`config.mk`:
```
export PLATFORM = sky130hd
export DESIGN_NAME = player_life_ctrl
export DESIGN_NICKNAME = d
export VERILOG_FILES = /design/src/rtl/player_ctrl_pkg.sv /design/src/rtl/frame_down_counter.sv /design/src/rtl/player_life_ctrl.sv
export SDC_FILE = /design/constraint.sdc
export NUM_CORES = 1
export LEC_CHECK = 0
export ABC_AREA = 1
export BUFFER_PORTS_ARGS = -buffer_cell sky130_fd_sc_hd__clkbuf_2
export CORE_AREA = 2 2 52 66
export DETAILED_ROUTE_END_ITERATION = 16
export DIE_AREA = 0 0 54 68
export GPL_ROUTABILITY_DRIVEN = 0
export PLACE_DENSITY = 0.74
export SETUP_SLACK_MARGIN = 0.2
export SYNTH_ARGS = -nofsm -noshare
export SYNTH_HDL_FRONTEND = slang
export SYNTH_SLANG_ARGS = --single-unit
```
`constraint.sdc`:
```
create_clock -name clk -period 2.32 [get_ports clk]
set_input_delay 0.116 -clock clk [delete_from_list [all_inputs] [get_ports clk]]
set_output_delay 0.116 -clock clk [all_outputs]
set_load 0.02 [all_outputs]
```
`src/rtl/player_ctrl_pkg.sv`:
```
// ============================================================================
// player_ctrl_pkg : shared types and widths for the player lifecycle control
// Revision 1.0
// ============================================================================
`default_nettype none

package player_ctrl_pkg;

    localparam int FRAME_CNT_W = 8;
    localparam int LIVES_W     = 2;

    typedef enum logic [2:0] {
        IDLE      = 3'd0,
        ALIVE     = 3'd1,
        EXPLODE   = 3'd2,
        INVULN    = 3'd3,
        GAME_OVER = 3'd4
    } plr_state_t;

endpackage

`default_nettype wire

```
`src/rtl/frame_down_counter.sv`:
```
// ============================================================================
// frame_down_counter : loadable down counter stepped by the frame tick
// Revision 1.0
// ============================================================================
`default_nettype none

module frame_down_counter #(
    parameter int WIDTH = 8
) (
    input  logic             clk,
    input  logic             resetN,
    input  logic             tick,
    input  logic             load,
    input  logic [WIDTH-1:0] load_val,
    output logic [WIDTH-1:0] count,
    output logic [WIDTH-1:0] count_next,
    output logic             expire
);

    // Load wins over a same-cycle tick; the count parks at zero.
    always_comb begin
        count_next = count;
        if (load) begin
            count_next = load_val;
        end else if (tick && (count != '0)) begin
            count_next = count - 1'b1;
        end
    end

    assign expire = tick && (count == WIDTH'(1));

    always_ff @(posedge clk or negedge resetN) begin
        if (!resetN) begin
            count <= '0;
        end else begin
            count <= count_next;
        end
    end

endmodule

`default_nettype wire

```
`src/rtl/player_life_ctrl.sv`:
```
// ============================================================================
// player_life_ctrl : player lifecycle sequencer (start, explode, respawn, over)
// Revision 1.0
// ============================================================================
`default_nettype none

module player_life_ctrl
    import player_ctrl_pkg::*;
#(
    parameter int INIT_LIVES     = 3,
    parameter int EXPLODE_FRAMES = 45,
    parameter int INVULN_FRAMES  = 60,
    parameter int BLINK_LOG2     = 2,
    parameter int FIRE_COOLDOWN  = 15
) (
    input  logic               clk,
    input  logic               resetN,
    input  logic               startOfFrame,
    input  logic               gameStart,
    input  logic               plrHit,
    input  logic               right,
    input  logic               left,
    input  logic               fireKey,
    input  logic               shotActive,
    output logic               moveRight,
    output logic               moveLeft,
    output logic               plrRespawn,
    output logic               shotReq,
    output logic               plrVisible,
    output logic               explodeActive,
    output logic [LIVES_W-1:0] lives,
    output logic               gameOver
);

    localparam logic [FRAME_CNT_W-1:0] EXPLODE_LOAD = FRAME_CNT_W'(EXPLODE_FRAMES);
    localparam logic [FRAME_CNT_W-1:0] INVULN_LOAD  = FRAME_CNT_W'(INVULN_FRAMES);
    localparam logic [FRAME_CNT_W-1:0] COOL_LOAD    = FRAME_CNT_W'(FIRE_COOLDOWN);
    localparam logic [LIVES_W-1:0]     LIVES_LOAD   = LIVES_W'(INIT_LIVES);

    plr_state_t             state;
    plr_state_t             state_nxt;
    logic                   game_start_d;
    logic                   fire_key_d;
    logic                   game_start_rise;
    logic                   fire_rise;

    logic                   tmr_load;
    logic [FRAME_CNT_W-1:0] tmr_val;
    logic [FRAME_CNT_W-1:0] tmr_next;
    logic [FRAME_CNT_W-1:0] tmr_count_unused;
    logic                   tmr_expire;

    logic                   cool_load;
    logic [FRAME_CNT_W-1:0] cool_count;
    logic [FRAME_CNT_W-1:0] cool_next_unused;
    logic                   cool_expire_unused;

    logic                   move_right_nxt;
    logic                   move_left_nxt;
    logic                   respawn_nxt;
    logic                   visible_nxt;
    logic [LIVES_W-1:0]     lives_nxt;

    assign game_start_rise = gameStart & ~game_start_d;
    assign fire_rise       = fireKey & ~fire_key_d;

    frame_down_counter #(.WIDTH(FRAME_CNT_W)) u_state_timer (
        .clk        (clk),
        .resetN     (resetN),
        .tick       (startOfFrame),
        .load       (tmr_load),
        .load_val   (tmr_val),
        .count      (tmr_count_unused),
        .count_next (tmr_next),
        .expire     (tmr_expire)
    );

    frame_down_counter #(.WIDTH(FRAME_CNT_W)) u_fire_cooldown (
        .clk        (clk),
        .resetN     (resetN),
        .tick       (startOfFrame),
        .load       (cool_load),
        .load_val   (COOL_LOAD),
        .count      (cool_count),
        .count_next (cool_next_unused),
        .expire     (cool_expire_unused)
    );

    always_ff @(posedge clk or negedge resetN) begin
        if (!resetN) begin
            state        <= IDLE;
            game_start_d <= 1'b0;
            fire_key_d   <= 1'b0;
        end else begin
            state        <= state_nxt;
            game_start_d <= gameStart;
            fire_key_d   <= fireKey;
        end
    end

    always_comb begin
        state_nxt = state;
        tmr_load  = 1'b0;
        tmr_val   = INVULN_LOAD;
        case (state)
            IDLE, GAME_OVER: begin
                if (game_start_rise) begin
                    state_nxt = INVULN;
                    tmr_load  = 1'b1;
                end
            end
            ALIVE: begin
                if (plrHit) begin
                    state_nxt = EXPLODE;
                    tmr_load  = 1'b1;
                    tmr_val   = EXPLODE_LOAD;
                end
            end
            EXPLODE: begin
                if (tmr_expire) begin
                    if (lives == '0) begin
                        state_nxt = GAME_OVER;
                    end else begin
                        state_nxt = INVULN;
                        tmr_load  = 1'b1;
                    end
                end
            end
            INVULN: begin
                if (tmr_expire) begin
                    state_nxt = ALIVE;
                end
            end
            default: state_nxt = IDLE;
        endcase
    end

    // Outputs are decoded from the next state so they line up with the state register.
    always_comb begin
        respawn_nxt = (state_nxt == INVULN) && (state != INVULN);
        lives_nxt   = lives;
        if ((state == IDLE) || (state == GAME_OVER)) begin
            if (respawn_nxt) begin
                lives_nxt = LIVES_LOAD;
            end
        end else if ((state == ALIVE) && (state_nxt == EXPLODE) && (lives != '0)) begin
            lives_nxt = lives - 1'b1;
        end
        cool_load = fire_rise && ((state == ALIVE) || (state == INVULN)) &&
                    (state_nxt != EXPLODE) && !shotActive && (cool_count == '0);
        move_right_nxt = 1'b0;
        move_left_nxt  = 1'b0;
        if ((state_nxt == ALIVE) || (state_nxt == INVULN)) begin
            move_right_nxt = right & ~left;
            move_left_nxt  = left & ~right;
        end
        visible_nxt = (state_nxt == ALIVE) ||
                      ((state_nxt == INVULN) && tmr_next[BLINK_LOG2]);
    end

    always_ff @(posedge clk or negedge resetN) begin
        if (!resetN) begin
            moveRight     <= 1'b0;
            moveLeft      <= 1'b0;
            plrRespawn    <= 1'b0;
            shotReq       <= 1'b0;
            plrVisible    <= 1'b0;
            explodeActive <= 1'b0;
            lives         <= '0;
            gameOver      <= 1'b0;
        end else begin
            moveRight     <= move_right_nxt;
            moveLeft      <= move_left_nxt;
            plrRespawn    <= respawn_nxt;
            shotReq       <= cool_load;
            plrVisible    <= visible_nxt;
            explodeActive <= (state_nxt == EXPLODE);
            lives         <= lives_nxt;
            gameOver      <= (state_nxt == GAME_OVER);
        end
    end

endmodule

`default_nettype wire

```
==> results_dict.tcl <==
set metrics [dict create \
    post-route-period-util 0.697 \
    maxCapViolCount 0 \
    drtIter0Drc 32 \
    hp-class "in -> reg" \
    dr.pass1.iters 4 \
    antenna_found_initial 0 \
    netlist_instances 184 \
    cts_setup_buffers 0 \
    grt_first_pass_wirelength_um 4930 \
    worstPathArrival_ns 1.80 \
    max_freq_mhz 619 \
    clockBufferDepth 2 \
    root_buffer "clkbuf_8" \
    ys_ff_latch 30 \
    synth_cell_types 24 \
    final_util 0.601 \
    rows 23 \
    leakage_nw 0.992 \
    finalHoldViolCount 0 \
    clk_pin_slew_ns 0.07 \
    required_ns 2.50 \
    grt_max_degree 31 \
    htree_levels 2 \
    setup_viol 0 \
    combPwrFrac 0.363 \
    num_vias 1248 \
    relSlewSlack 0.511 \
    fin_crit_ns 1.62 \
    die-area_mm2 0.00367 \
    syn-num-nets 198 \
    ir_worst_vdd_uv 841 \
    vias_per_cell 4.99 \
    busiest_layer "met2" \
    rsz0062_at_grt "false" \
    totalWireLength_um 2990 \
    ctsHoldBuffers 4 \
    worstSetupStartpointType "register" \
    endpoint_kind "register" \
    fill_cells 280 \
    layout.nets 226 \
    use_met3 0.0699 \
    tns_ns 0 \
    cp_max_fo 6 \
    swShare 0.396 \
    p_int_w 0.00131 \
    dp_hpwl_um 2170 \
    power.switching_w 0.000861 \
    ys_seq_area_frac 0.473 \
    power.density_mw_per_mm2 1160 \
    placedInstanceArea_mm2 0.00172 \
    synth.largest_area_cell "dfrtp_1" \
    worst-setup-path-type "reg -> reg" \
    clock_sinks 30 \
    p_clk_frac 0.238 \
    antenna_cells 0 \
    gr-total-overflow 0 \
    synthDominantCellAreaShare 0.473 \
    die_w_um 54 \
    coreArea_mm2 0.00311 \
    io-pin-count 18 \
    use_met1 0.202 \
    cts_tree "built" \
    initial_core_util 0.510 \
    status "finished, final reports clean" \
    stdcell_count 250 \
    use_met2 0.325 \
    tightest_slew_ns 0.734 \
    placed_cells 238 \
    avgSynthCellArea_um2 8.62 \
    die_h_um 68 \
    port_buffers 17 \
    grt_pass1_vias 1222 \
    ys_top_cells_by_area "dfrtp_1 (47%), nand2_1 (6.6%), inv_1 (6.4%)" \
    grt_usage 0.193 \
    drive_gt1_frac 0.268 \
    worstSkewPairLatency_ns 0.29 \
    drt-wirelength-per-cell_um 11.9 \
    synthToLayoutAreaGrowth_pct 17.7 \
    final_area_mm2 0.00187 \
    numCtsBuffers 5 \
    cts_repair_resize_count 0 \
    slew_viol_final 0 \
    final.setup_skew_ns 0.00674 \
    p_seq_frac 0.400 \
    synthesis.area_mm2 0.00159 \
    drc 0 \
    synth_warnings 0 \
    ant_nets 0 \
]
-- critical path, stage by stage, from the launching register on --
cell and delay, ns:
dfrtp_1 0.40, inv_1 0.12, ha_1 0.15, nand2_1 0.04
inv_1 0.06, nand2_2 0.04, nor2_2 0.12, inv_1 0.09
nand2_2 0.09, nand3_2 0.09, nand2_2 0.10, nand2_4 0.08
nand3_1 0.08, nand2_1 0.05
-- power groups by stage --
stage	sequential [W]	clock, W	combinational [W]
2_1_floorplan	0.000895	0	0.000565
3_3_place_gp	0.000873	0	0.000771
3_5_place_dp	0.000877	0	0.000787
4_1_cts	0.000868	0.000528	0.000795
5_1_grt	0.000897	0.000557	0.000911
6_report	0.000868	0.000516	0.000789
-- registers in the layout, summed over array words and instances (netlist names) --
signal and count:
explodeActive 1, fire_key_d 1, gameOver 1, game_start_d 1
lives 2, moveLeft 1, moveRight 1, plrRespawn 1
plrVisible 1, shotReq 1, state 3, u_fire_cooldown.count 8
u_state_timer.count 8
-- cells in the final DEF, fill, tap and decap left out --
master	synthesis	layout
a21oi_1	5	5
a31oi_1	1	1
bufinv_16	0	1
clkbuf_2	0	17
clkbuf_8	0	5
clkinv_2	0	2
clkinv_4	1	1
dfrtp_1	30	30
dlygate4sd3_1	0	4
ha_1	5	5
inv_1	27	27
inv_2	8	8
nand2_1	28	28
nand2_2	9	9
nand2_4	2	2
nand3_1	11	11
nand3_2	3	3
nand4_1	8	8
nor2_1	20	20
nor2_2	4	4
nor2_4	3	3
nor3_1	1	1
nor4_4	1	1
o21ai_0	5	5
o21ai_2	1	1
o22ai_1	1	1
o31ai_1	2	2
or2_0	1	1
xor2_1	7	7
-- final timing paths --
check                                          from  slack (ns)  cells after the start                        to
hold / removal                                right        0.05                      3                 moveRight
max in group asynchronous                    resetN        1.42                      2    u_state_timer.count[5]
hold reg to reg            u_fire_cooldown.count[0]        0.50                      2  u_fire_cooldown.count[0]
setup / recovery             u_state_timer.count[1]        0.70                     13  u_fire_cooldown.count[1]
min in group asynchronous                    resetN        0.42                      2  u_fire_cooldown.count[5]
setup reg to reg             u_state_timer.count[1]        0.70                     13  u_fire_cooldown.count[1]
-- stage by stage --
step / power (W) / setup slack [ns] / hold WS (ns)
2_1_floorplan: 0.00146 / 0.878 / -0.180
3_3_place_gp: 0.00164 / 0.742 / 0.208
3_5_place_dp: 0.00166 / 0.703 / 0.212
4_1_cts: 0.00219 / 0.690 / 0.0448
5_1_grt: 0.00236 / 0.543 / 0.0617
6_report: 0.00217 / 0.704 / 0.0515
-- per-layer routing --
| layer | part of all wire | up-vias | wire, um |
|---|---|---|---|
| met1 | 0.41 | 582 | 1220 |
| met2 | 0.53 | 26 | 1570 |
| met5 | 0 | - | 0 |
| li1 | - | 634 | - |
| met3 | 0.041 | 6 | 123 |
| met4 | 0.022 | 0 | 66 |
-- synth_stat cells --
cell type / count
a21oi_1: 5
a31oi_1: 1
clkinv_4: 1
dfrtp_1: 30
ha_1: 5
inv_1: 27
inv_2: 8
nand2_1: 28
nand2_2: 9
nand2_4: 2
nand3_1: 11
nand3_2: 3
nand4_1: 8
nor2_1: 20
nor2_2: 4
nor2_4: 3
nor3_1: 1
nor4_4: 1
o21ai_0: 5
o21ai_2: 1
o22ai_1: 1
o31ai_1: 2
or2_0: 1
xor2_1: 7
-- cell type report --
class	instances	area (um^2)	share of cell area
Sequential cell	30	751	0.402
Multi-Input combinational cell	118	696	0.373
Inverter	36	140	0.0751
Timing Repair Buffer	21	125	0.0670
Clock buffer	5	68.8	0.0369
Tap cell	37	46.3	0.0248
Clock inverter	3	40.0	0.0214
-- cells by family (layout without fill, tap and decap cells) --
kind of cell / count (synthesis) / in the layout / synth area share
AO/OA/AOI/OAI: 15 / 15 / 0.0544
XOR/XNOR: 7 / 7 / 0.0386
adder cells (fa/ha/maj): 5 / 5 / 0.0394
buffers and inverters: 36 / 65 / 0.0883
flip-flops: 30 / 30 / 0.473
AND/OR/NAND/NOR: 91 / 91 / 0.306
Power figures use the tool's default switching activity.
